$ cat config.mk
export PLATFORM = sky130hd
export DESIGN_NAME = w_ptr_handler_lvl
export DESIGN_NICKNAME = d
export VERILOG_FILES = /design/src/rtl/w_ptr_handler_lvl.sv
export SDC_FILE = /design/constraint.sdc
export NUM_CORES = 1
export LEC_CHECK = 0
export BUFFER_PORTS_ARGS = -buffer_cell sky130_fd_sc_hd__buf_4
export CAP_MARGIN = 10
export CORE_MARGIN = 10
export CORE_UTILIZATION = 52
export DETAILED_ROUTE_END_ITERATION = 10
export HOLD_SLACK_MARGIN = 0.03
export PLACE_DENSITY = 0.82
export SKIP_CTS_REPAIR_TIMING = 1
export SLEW_MARGIN = 20
export SYNTH_ARGS = -nofsm -noshare
export SYNTH_HDL_FRONTEND = slang
export SYNTH_SLANG_ARGS = --single-unit
export TNS_END_PERCENT = 100
$ cat constraint.sdc
create_clock -name wclk -period 7.1 [get_ports wclk]
set_input_delay 0 -clock wclk [delete_from_list [all_inputs] [get_ports wclk]]
set_output_delay 0 -clock wclk [all_outputs]
set_load 0.02 [all_outputs]
$ cat src/rtl/w_ptr_handler_lvl.sv
// Write-side pointer controller for an asynchronous FIFO.
// It produces the binary and Gray write pointers, a registered full flag,
// the fill level as seen from the write side, a programmable almost-full
// flag and a sticky overflow flag.
//
// Handshake: w_en is the write request and w_accept is its acknowledge.
// A word is written to the RAM, and the pointer advances, only in a cycle
// where w_en=1 and full=0, which is exactly when w_accept=1. A request made
// while full is refused: it moves no pointer and sets overflow. The
// requester need not hold w_en after a refusal.
module w_ptr_handler_lvl #(
  parameter int PTR_WIDTH = 3,
  parameter int AF_RESET  = 2**PTR_WIDTH - 1
) (
  input  logic                 wclk,
  input  logic                 rst,
  input  logic                 w_en,
  input  logic [PTR_WIDTH:0]   g_rptr_sync,
  input  logic [PTR_WIDTH:0]   af_thresh,
  input  logic                 af_thresh_we,
  input  logic                 ovf_clr,
  output logic                 w_accept,
  output logic [PTR_WIDTH:0]   b_wptr,
  output logic [PTR_WIDTH:0]   g_wptr,
  output logic                 full,
  output logic                 almost_full,
  output logic [PTR_WIDTH:0]   wr_level,
  output logic                 overflow
);

  // DEPTH expressed in pointer width: only the MSB is set.
  localparam logic [PTR_WIDTH:0] DEPTH_P = {1'b1, {PTR_WIDTH{1'b0}}};
  // A reset threshold above DEPTH behaves the same as DEPTH, so clamp it once.
  localparam logic [PTR_WIDTH:0] AF_RESET_C =
    (AF_RESET > 2**PTR_WIDTH) ? DEPTH_P : (PTR_WIDTH+1)'(AF_RESET);

  logic [PTR_WIDTH:0] b_rptr_sync;
  logic [PTR_WIDTH:0] b_wptr_next;
  logic [PTR_WIDTH:0] g_wptr_next;
  logic [PTR_WIDTH:0] lvl_next;
  logic [PTR_WIDTH:0] thresh_q;
  logic               full_next;

  // Convert the synchronised Gray read pointer back to binary.
  always_comb begin
    b_rptr_sync = '0;
    b_rptr_sync[PTR_WIDTH] = g_rptr_sync[PTR_WIDTH];
    for (int i = PTR_WIDTH - 1; i >= 0; i--) begin
      b_rptr_sync[i] = b_rptr_sync[i+1] ^ g_rptr_sync[i];
    end
  end

  // Accept the write, advance the pointers and work out the next flags.
  always_comb begin
    w_accept    = w_en & ~full;
    b_wptr_next = b_wptr + {{PTR_WIDTH{1'b0}}, w_accept};
    g_wptr_next = b_wptr_next ^ (b_wptr_next >> 1);
    lvl_next    = b_wptr_next - b_rptr_sync;
    // Full when the write pointer is a whole lap ahead of the read pointer:
    // in Gray code that means the top two bits are inverted and the rest match.
    full_next   = (g_wptr_next == {~g_rptr_sync[PTR_WIDTH:PTR_WIDTH-1],
                                   g_rptr_sync[PTR_WIDTH-2:0]});
  end

  // Pointers, level and flags register the next-state values every cycle.
  always_ff @(posedge wclk) begin
    if (rst) begin
      b_wptr      <= '0;
      g_wptr      <= '0;
      wr_level    <= '0;
      full        <= 1'b0;
      almost_full <= 1'b0;
    end else begin
      b_wptr      <= b_wptr_next;
      g_wptr      <= g_wptr_next;
      wr_level    <= lvl_next;
      full        <= full_next;
      almost_full <= (lvl_next >= thresh_q);
    end
  end

  // Threshold register; values beyond DEPTH are clamped on load.
  always_ff @(posedge wclk) begin
    if (rst) begin
      thresh_q <= AF_RESET_C;
    end else if (af_thresh_we) begin
      thresh_q <= (af_thresh > DEPTH_P) ? DEPTH_P : af_thresh;
    end
  end

  // Sticky overflow; a new refused write wins over a clear in the same cycle.
  always_ff @(posedge wclk) begin
    if (rst) begin
      overflow <= 1'b0;
    end else if (w_en && full) begin
      overflow <= 1'b1;
    end else if (ovf_clr) begin
      overflow <= 1'b0;
    end
  end

endmodule

-- Word level (Yosys, flattened, before mapping)
Cells that the tools add are included.
- order comparisons: 2
- muxes and demuxes: 3
- equal/unequal tests: 1
- bitwise gates (word level): 7
- reductions and logical operators: 2
- add/subtract/negate cells: 2
- operators with widths (operator ; number):
    4-bit by 1-bit adder with 4-bit output ; 1
    4-bit equality test ; 1
    4-bit >= comparator ; 1
    4-bit greater-than comparator (second input constant) ; 1
    4-bit two-way mux ; 1
    4-bit subtractor ; 1
    4-bit by 3-bit bitwise XOR with 4-bit output ; 1
    1-bit bitwise XOR ; 3
    1-bit two-way mux ; 2
    2-bit inverter ; 1
    2-bit nonzero test ; 1
    1-bit bitwise AND ; 1
    1-bit logical AND ; 1
    1-bit inverter ; 1
- bits in registers: 19
- logic and storage cells: 24

-- Depth between registers and ports, before layout
Gate-level depths: netlist of the first run.
- depth after elaboration: 5
- gate-level depth with buffers: 11
- mapped depth without buffers: 11

-- Worst setup path after synthesis of the first run
No wires, ideal clock.
- path kind: reg2reg
- start point: register full
- end point: register almost_full
- required time: 6.972 ns
- cell stages (with the launch flop): 12
- data arrival time: 2.612 ns
- library setup time: 0.128 ns
- setup slack: 4.360 ns
- cell sequence: dfxtp_1 > nor2b_1 > ha_1 > ha_1 > inv_1 > fa_1 > inv_1 > ha_1 > a21o_1 > a21o_1 > a21oi_1 > nor2_1
- longest elaborated chain between the ends: 5
- RTL lines (element ; RTL line ; source):
    from (decl) ; 25 ; output logic full,
    from (signal assigned) ; 77 ; full <= full_next;
    1-bit inverter ; 55 ; w_accept = w_en & ~full;
    1-bit bitwise AND ; 55 ;
    net w_accept ; 22 ; output logic w_accept,
    4-bit by 1-bit adder with 4-bit output ; 56 ; b_wptr_next = b_wptr + {{PTR_WIDTH{1'b0}}, w_accept};
    net b_wptr_next[1] ; 38 ; logic [PTR_WIDTH:0] b_wptr_next;
    4-bit subtractor ; 58 ; lvl_next = b_wptr_next - b_rptr_sync;
    net lvl_next[1] ; 40 ; logic [PTR_WIDTH:0] lvl_next;
    4-bit >= comparator ; 78 ; almost_full <= (lvl_next >= thresh_q);
    to (signal assigned) ; 78 ;
    to (decl) ; 26 ; output logic almost_full,
The timed path passes the listed nets, and every way through them passes these cells.
A chain may end at the register's enable or synchronous reset.

-- Worst setup path after layout of the first run
- start point: register full
- end point: register full
- longest elaborated chain between the ends: 5
- RTL lines (element ; RTL line ; source):
    1-bit inverter ; 55 ;
    1-bit bitwise AND ; 55 ;
    4-bit by 1-bit adder with 4-bit output ; 56 ;
    net b_wptr_next[2] ; 38 ;
    4-bit by 3-bit bitwise XOR with 4-bit output ; 57 ; g_wptr_next = b_wptr_next ^ (b_wptr_next >> 1);
    4-bit equality test ; 61 ; full_next = (g_wptr_next == {~g_rptr_sync[PTR_WIDTH:PTR_WIDTH-1],
The timed path passes the listed nets, and every way through them passes these cells.

==> results.env, run 1 <==
RUN_STATUS='finished clean'
HOLD-WORST-SLACK_NS=0.124
POST-ROUTE-UTIL=0.824
FP.COREAREA_UM2=1560
DRC=0
PATH_CLASS='reg2reg'
CELLLEAKAGEPOWER_nW=0.638
PLACEDCELLCOUNT=134
MIN_PATH_TYPE='in2reg'
GRT_OVERFLOW=0
AVERAGE_VIAS_PER_PLACED_INSTANCE=5.06
NETSWITCHINGFRACTION=0.336
DETAIL_ROUTE.ITER0.VIOLATIONS=15
MAXIMUM_CLOCK_PATH_BUFFER_COUNT=2
ROUTE.VIAS.TOTAL=774
ROUTED_WIRE_LENGTH_PER_INSTANCE_UM=15.5
PERIOD_SHARE=0.439
NETLIST_INSTANCES=93
PLACED_CELL_AREA_UM2=1110
SLOWEST_CELL_ON_THE_CRITICAL_PATH='dlygate4sd3_1'
IO_PINS=29
CRITICAL_PATH.CELL_CHAIN='nor2b_1 -> ha_1 -> ha_1 -> xor2_1 -> xnor2_1 -> xor2_1 -> nand2_1 -> dlygate4sd3_1 -> nor4_2 -> dlygate4sd3_1'
POWER.SEQUENTIAL.FRACTION=0.386
CPPEAKSTAGEDELAY_NS=0.58
POWER.SHARE.CLOCK=0.218
REPORT.FINAL.HOLD_VIOL_COUNT=0
RR_STARTPOINT='full$_SDFF_PP0_'
YOSYS.CELL_TYPES.COUNT=21
FINAL_CELL_AREA_UM2=1280
FINALSETUPTNS_NS=0
FINALWORSTSETUPSLACK_NS=3.98
NNETSFINAL=160
NETSWITCHINGPOWER_mW=0.104
BUFFER_PORTS.INSERTED=28
ROW_COUNT=14
PLACEMENT.SETUP.WORST_SLACK_NS=4.49
POSTSYNTHREGISTERBITS=18
PATH_DELAY_FAMILY='buffers and inverters'
FF2FF_SETUP_SLACK_NS=3.98
YS.WARNINGS.COUNT=0
CELLINTERNALPOWER_mW=0.205
FILL_CELLS=92
REG2REG_TO='full$_SDFF_PP0_'
PWR_DENSITY_CELL_nW_PER_UM2=240
MOSTFREQUENTLAYOUTCELLS='buf_4, dfxtp_1, dlygate4sd3_1'
LAYOUT.AREA.SEQ_UM2=360
CRITICAL_PATH_ARRIVAL_NS=3.38
MAX_CAP_VIOLATIONS=0
SYNTH_SEQUENTIAL_AREA_RATIO=0.404
SYNTH.NET_COUNT=116
DRT-TOTAL-WL_MM=2.38
AREA_OCCUPIED_BY_MULTI_INPUT_GATES_UM2=482
GPL.FINAL_WEIGHTED_CONGESTION=0.770
WORST_HOLD_STARTPOINT='g_rptr_sync[0]'
INITIAL_CORE_UTIL=0.571
CTS.REPORTEDPATHS.CLKPINSLEW_NS=0.11
HTREE_LEVELS=1
CLOCK_INSERTION_DELAY_WORST_SKEW_NS=0.31
CRITICAL_PATH.ENDPOINT_TYPE='flip-flop'
CTS.SINK_COUNT=18
WORSTHOLDENDPOINT='wr_level[0]$_SDFF_PP0_'
FIN_WORST_SKEW_NS=0.00565
GRT_MAX_DEGREE=19
HOLD_PATH_DEPTH=4
FIRST_GLOBAL_VIAS=685
PEAKVDDDROP_uV=153
CRITPATHMAXFANOUT=3
REG2REG_PATH_DEPTH=10
LAYOUT-DRIVE-GT1-SHARE=0.250
INITIAL_ANTENNA_VIOLATION_COUNT=0
DETAIL-ROUTE-ANTENNA-NETS=0
TOTAL_POWER_mW=0.308
CLK_ROOT_BUFFER_CELL='clkbuf_4'
CRITPATHBUFINV=2
FMAX_MHz=321
POST_SYNTHESIS_AREA_PER_INSTANCE_UM2=9.58
AREA_GROWTH_SYN_TO_LAYOUT_PCT=44.2
CHIPWIDTH_UM=61.4
CTS_TREE='done'
MAX_SLEW_MARGIN=0.746
POST-DP-HPWL_MM=1.49
CRIT_PATH_START_KIND='flip-flop'
DIE_HEIGHT_UM=61.4
CRIT_REQUIRED_NS=7.36
FIRST_PASS_GRT_WIRE_LENGTH_MM=3.03
TRACK_USAGE=0.108
DRT_PASS_1_ITERS=4
FINALSETUPVIOLATIONS=0
PWR-SHARE-COMB=0.396
MIN_PERIOD_NS=3.12
DIE_AREA_UM2=3770
TIMING_WORST_SLEW_PIN_VALUE_NS=0.380
CTS_INSERTED_BUFFERS=3
GRT_SETUP_UNREPAIRED='no'
COMMONEST_NON_FILL_NON_TAP_CELL_IN_THE_LAYOUT='buf_4'
SYNTHESIS.AREA_UM2=891
FINAL-INSTANCE-COUNT-EXCL-FILL=153
SLEW_VIOLATIONS=0
[registers in the layout (all words and copies together) (netlist names)]
signal and cells:
b_wptr 4, thresh_q 4, wr_level 4, g_wptr 3, almost_full 1, full 1
overflow 1
[kinds of logic (layout without fill, tap and decap cells)]
kind of cell / count (synthesis) / in the layout / share of synthesized area
buffers and inverters: 12 / 55 / 0.0548
other: 0 / 1 / 0
XOR/XNOR: 16 / 16 / 0.166
AO/OA/AOI/OAI: 11 / 11 / 0.0730
multiplexers: 1 / 1 / 0.0112
adder cells (fa/ha/maj): 10 / 10 / 0.149
flip-flops: 18 / 18 / 0.404
AND/OR/NAND/NOR: 25 / 25 / 0.142
[worst min-delay path, delay by kind of cell]
family / cells / cell delay [ns]
xor+xnor: 1 / 0.11
fa+ha+maj: 1 / 0.14
buf+inv: 1 / 0.09
simple gates: 1 / 0.05
[power groups by stage]
stage	registers (mW)	clock network [mW]	logic, mW
after detailed placement	0.121	0	0.110
after global placement	0.120	0	0.107
after CTS	0.119	0.0664	0.111
after global routing	0.120	0.0699	0.135
after floorplan	0.134	0	0.0600
final	0.119	0.0672	0.122
[final cells by class]
cell class / count / area share
multi-input cells: 63 / 0.375
well taps: 16 / 0.0156
flip-flops and latches: 18 / 0.280
repair buffers: 42 / 0.273
inverters: 9 / 0.0263
diodes: 1 / 0.00195
clock buffers: 4 / 0.0282
[synthesized netlist by cell type, drive strengths merged]
cell type	count	share of area
a21boi	1	0.0084
a21o	3	0.025
a21oi	6	0.034
buf	1	0.0084
clkbuf	2	0.0084
dfxtp	18	0.40
fa	1	0.022
ha	9	0.13
inv	9	0.038
mux2i	1	0.011
nand2	5	0.021
nand2b	2	0.014
nand3	1	0.0056
nand3b	2	0.017
nor2	10	0.042
nor2b	4	0.028
nor4	1	0.014
o21ai	1	0.0056
xnor2	11	0.12
xor2	5	0.049
[metal layers]
metal | wire length [µm] | GRT usage
met5 | 0 | 0
met4 | 24 | 0.0478
met3 | 97 | 0.0329
met2 | 1200 | 0.175
met1 | 1060 | 0.129
[how the worst max path moves through the flow]
stage                          from                     end  cells past startpoint
detailed placement  full$_SDFF_PP0_  almost_full$_SDFF_PP0_                     11
CTS                 full$_SDFF_PP0_  almost_full$_SDFF_PP0_                     11
global route        full$_SDFF_PP0_         full$_SDFF_PP0_                     10
global placement    full$_SDFF_PP0_  almost_full$_SDFF_PP0_                     11
finish              full$_SDFF_PP0_         full$_SDFF_PP0_                     10
floorplan           full$_SDFF_PP0_  almost_full$_SDFF_PP0_                     11
No activity file was read; power rests on OpenSTA's default activity.
==> run 2: changes to the inputs <==
CORE_UTILIZATION = 44   (was 52)
PLACE_DENSITY = 0.74   (was 0.82)
clock period = 2.7 ns   (was 7.1 ns; I/O delays follow)
==> results.env, run 2 (same netlist as run 1, synthesis figures left out) <==
GPL.FINAL_WEIGHTED_CONGESTION=0.795  # +3.3%
GRT_MAX_DEGREE=19  # unchanged
TIMING_WORST_SLEW_PIN_VALUE_NS=0.291  # -0.0886 ns
CRITICAL_PATH_ARRIVAL_NS=2.72  # -0.66 ns
DRC=0  # unchanged
CRITICAL_PATH.CELL_CHAIN='nor2b_2 -> ha_1 -> ha_4 -> inv_1 -> fa_1 -> inv_1 -> ha_1 -> a21o_1 -> a21o_1 -> a21oi_1 -> nor2_1'
INITIAL_ANTENNA_VIOLATION_COUNT=0  # unchanged
USE_MET3=0.0275  # -0.00543
CHIPWIDTH_UM=65.0  # +5.9%
ROW_COUNT=16  # +2
MOSTFREQUENTLAYOUTCELLS='buf_4, dfxtp_1, dlygate4sd3_1'
CLOCK_INSERTION_DELAY_WORST_SKEW_NS=0.30  # about the same
CRIT_REQUIRED_NS=2.90  # -4.46 ns
AREA_GROWTH_SYN_TO_LAYOUT_PCT=47.3
DRT-TOTAL-WL_MM=2.04  # -14%
INITIAL_CORE_UTIL=0.459  # -0.113
NNETSFINAL=160  # unchanged
REPORT.FINAL.HOLD_VIOL_COUNT=0  # unchanged
FMAX_MHz=396  # +23%
HTREE_LEVELS=1  # unchanged
ROUTED_WIRE_LENGTH_PER_INSTANCE_UM=12.5  # -19%
FIRST_PASS_GRT_WIRE_LENGTH_MM=3.02  # -0.46%
SLOWEST_CELL_ON_THE_CRITICAL_PATH='fa_1'
GRT_UTIL_MET1=0.0883  # -0.0407
CTS_INSERTED_BUFFERS=3  # unchanged
DIE_AREA_UM2=4220  # +12%
GRT_SETUP_UNREPAIRED='no'
FILL_CELLS=157  # +71%
GRT.MET2_USAGE=0.155  # -0.0194
CPPEAKSTAGEDELAY_NS=0.57  # about the same
MAXIMUM_CLOCK_PATH_BUFFER_COUNT=2  # unchanged
CRIT_PATH_START_KIND='flip-flop'
PATH_CLASS='reg2reg'
PEAKVDDDROP_uV=434  # +180%
TRACK_USAGE=0.0903  # -0.0176
ROUTE.VIAS.TOTAL=750  # -3.1%
DRT_PASS_1_ITERS=6  # +2
CRITICAL_PATH.ENDPOINT_TYPE='flip-flop'
POST-DP-HPWL_MM=1.49  # -0.14%
DETAIL-ROUTE-ANTENNA-NETS=0  # unchanged
TOP_USAGE_LAYER='met2'
DIE_HEIGHT_UM=65.0  # +5.9%
PLACEMENT.SETUP.WORST_SLACK_NS=0.0834  # -4.40 ns
CLK_ROOT_BUFFER_CELL='clkbuf_4'
COMMONEST_NON_FILL_NON_TAP_CELL_IN_THE_LAYOUT='buf_4'
LAYOUT-DRIVE-GT1-SHARE=0.272  # +0.0221
IO_PINS=29  # unchanged
FP.COREAREA_UM2=1940  # +25%
RUN_STATUS='finished clean'
CRITPATHMAXFANOUT=4  # +1
SLEW_VIOLATIONS=0  # unchanged
FINALWORSTSETUPSLACK_NS=0.174  # -3.81 ns
FIRST_GLOBAL_VIAS=696  # +1.6%
TOP_REGS='b_wptr x4, thresh_q x4, wr_level x4'
HOLD_PATH_DEPTH=4  # unchanged
CTS.SINK_COUNT=18  # unchanged
MAX_SLEW_MARGIN=0.805  # +0.0593
TOTAL_POWER_mW=0.794  # +160%
CTS.REPORTEDPATHS.CLKPINSLEW_NS=0.10  # about the same
MAX_CAP_VIOLATIONS=0  # unchanged
MIN_PATH_TYPE='in2reg'
INSERTEDDIODECOUNT=0  # -1
CELLLEAKAGEPOWER_nW=0.635  # -0.51%
FIN_WORST_SKEW_NS=0.00214  # -0.00351 ns
CTS_TREE='done'
AVERAGE_VIAS_PER_PLACED_INSTANCE=4.60  # -9.0%
FINALSETUPTNS_NS=0  # unchanged
FINALSETUPVIOLATIONS=0  # unchanged
DETAIL_ROUTE.ITER0.VIOLATIONS=11  # -4
REG2REG_PATH_DEPTH=11  # +1
MIN_PERIOD_NS=2.53  # -0.591 ns
PERIOD_SHARE=0.935  # +0.496
GRT_OVERFLOW=0  # unchanged
PWR_DENSITY_CELL_nW_PER_UM2=605  # +150%
BUFFER_PORTS.INSERTED=28  # unchanged
[run 2: cell types whose count changed in the layout (fill, tap and decap cells not counted), sizes merged]
cell   previous run  this run
diode             1         0
[run 2: final cells by class]
type                       instances  area, µm²  share of cell area
multi-input combinational         63        497               0.378
sequential                        18        362               0.276
timing repair buffer              42        350               0.267
clock buffer                       4       36.3              0.0276
inverter                           9       33.8              0.0257
tap                               27       33.8              0.0257
[run 2: layer usage]
layer  wire length (µm)  part of all wire
met1                847              0.41
met2                999              0.49
met3                136             0.067
met4                 60             0.029
met5                  0                 0
[run 2: power breakdown]
group | internal [mW] | switching, mW
Clock | 0.0823 | 0.0866
Sequential | 0.299 | 0.0130
Combinational | 0.159 | 0.154
Total | 0.540 | 0.254
[run 2: stage by stage]
step	utilization	hold WS [ns]	instance area, µm²	instances
2_1_floorplan	-	0.111	893	93
3_3_place_gp	0.578	0.222	1120	145
3_5_place_dp	0.578	0.226	1120	145
4_1_cts	0.597	-0.0918	1160	149
5_1_grt	0.676	0.195	1310	163
6_report	0.676	0.183	1310	163
[run 2: critical path: cells and delay by family (launching register included)]
family                   cells  cell delay (ns)
adder cells (fa/ha/maj)      4             1.40
flip-flops                   1             0.36
AO/OA/AOI/OAI                3             0.45
AND/OR/NAND/NOR              2             0.10
buffers and inverters        2             0.12
[run 2: path summary, 6_finish.rpt]
kind         slack [ns]                  endpoint                      from
max reg2reg        0.17    almost_full$_SDFF_PP0_           full$_SDFF_PP0_
min                0.18           full$_SDFF_PP0_            g_rptr_sync[3]
min reg2reg        0.51  thresh_q[1]$_SDFFE_PP1P_  thresh_q[1]$_SDFFE_PP1P_
max                0.17    almost_full$_SDFF_PP0_           full$_SDFF_PP0_
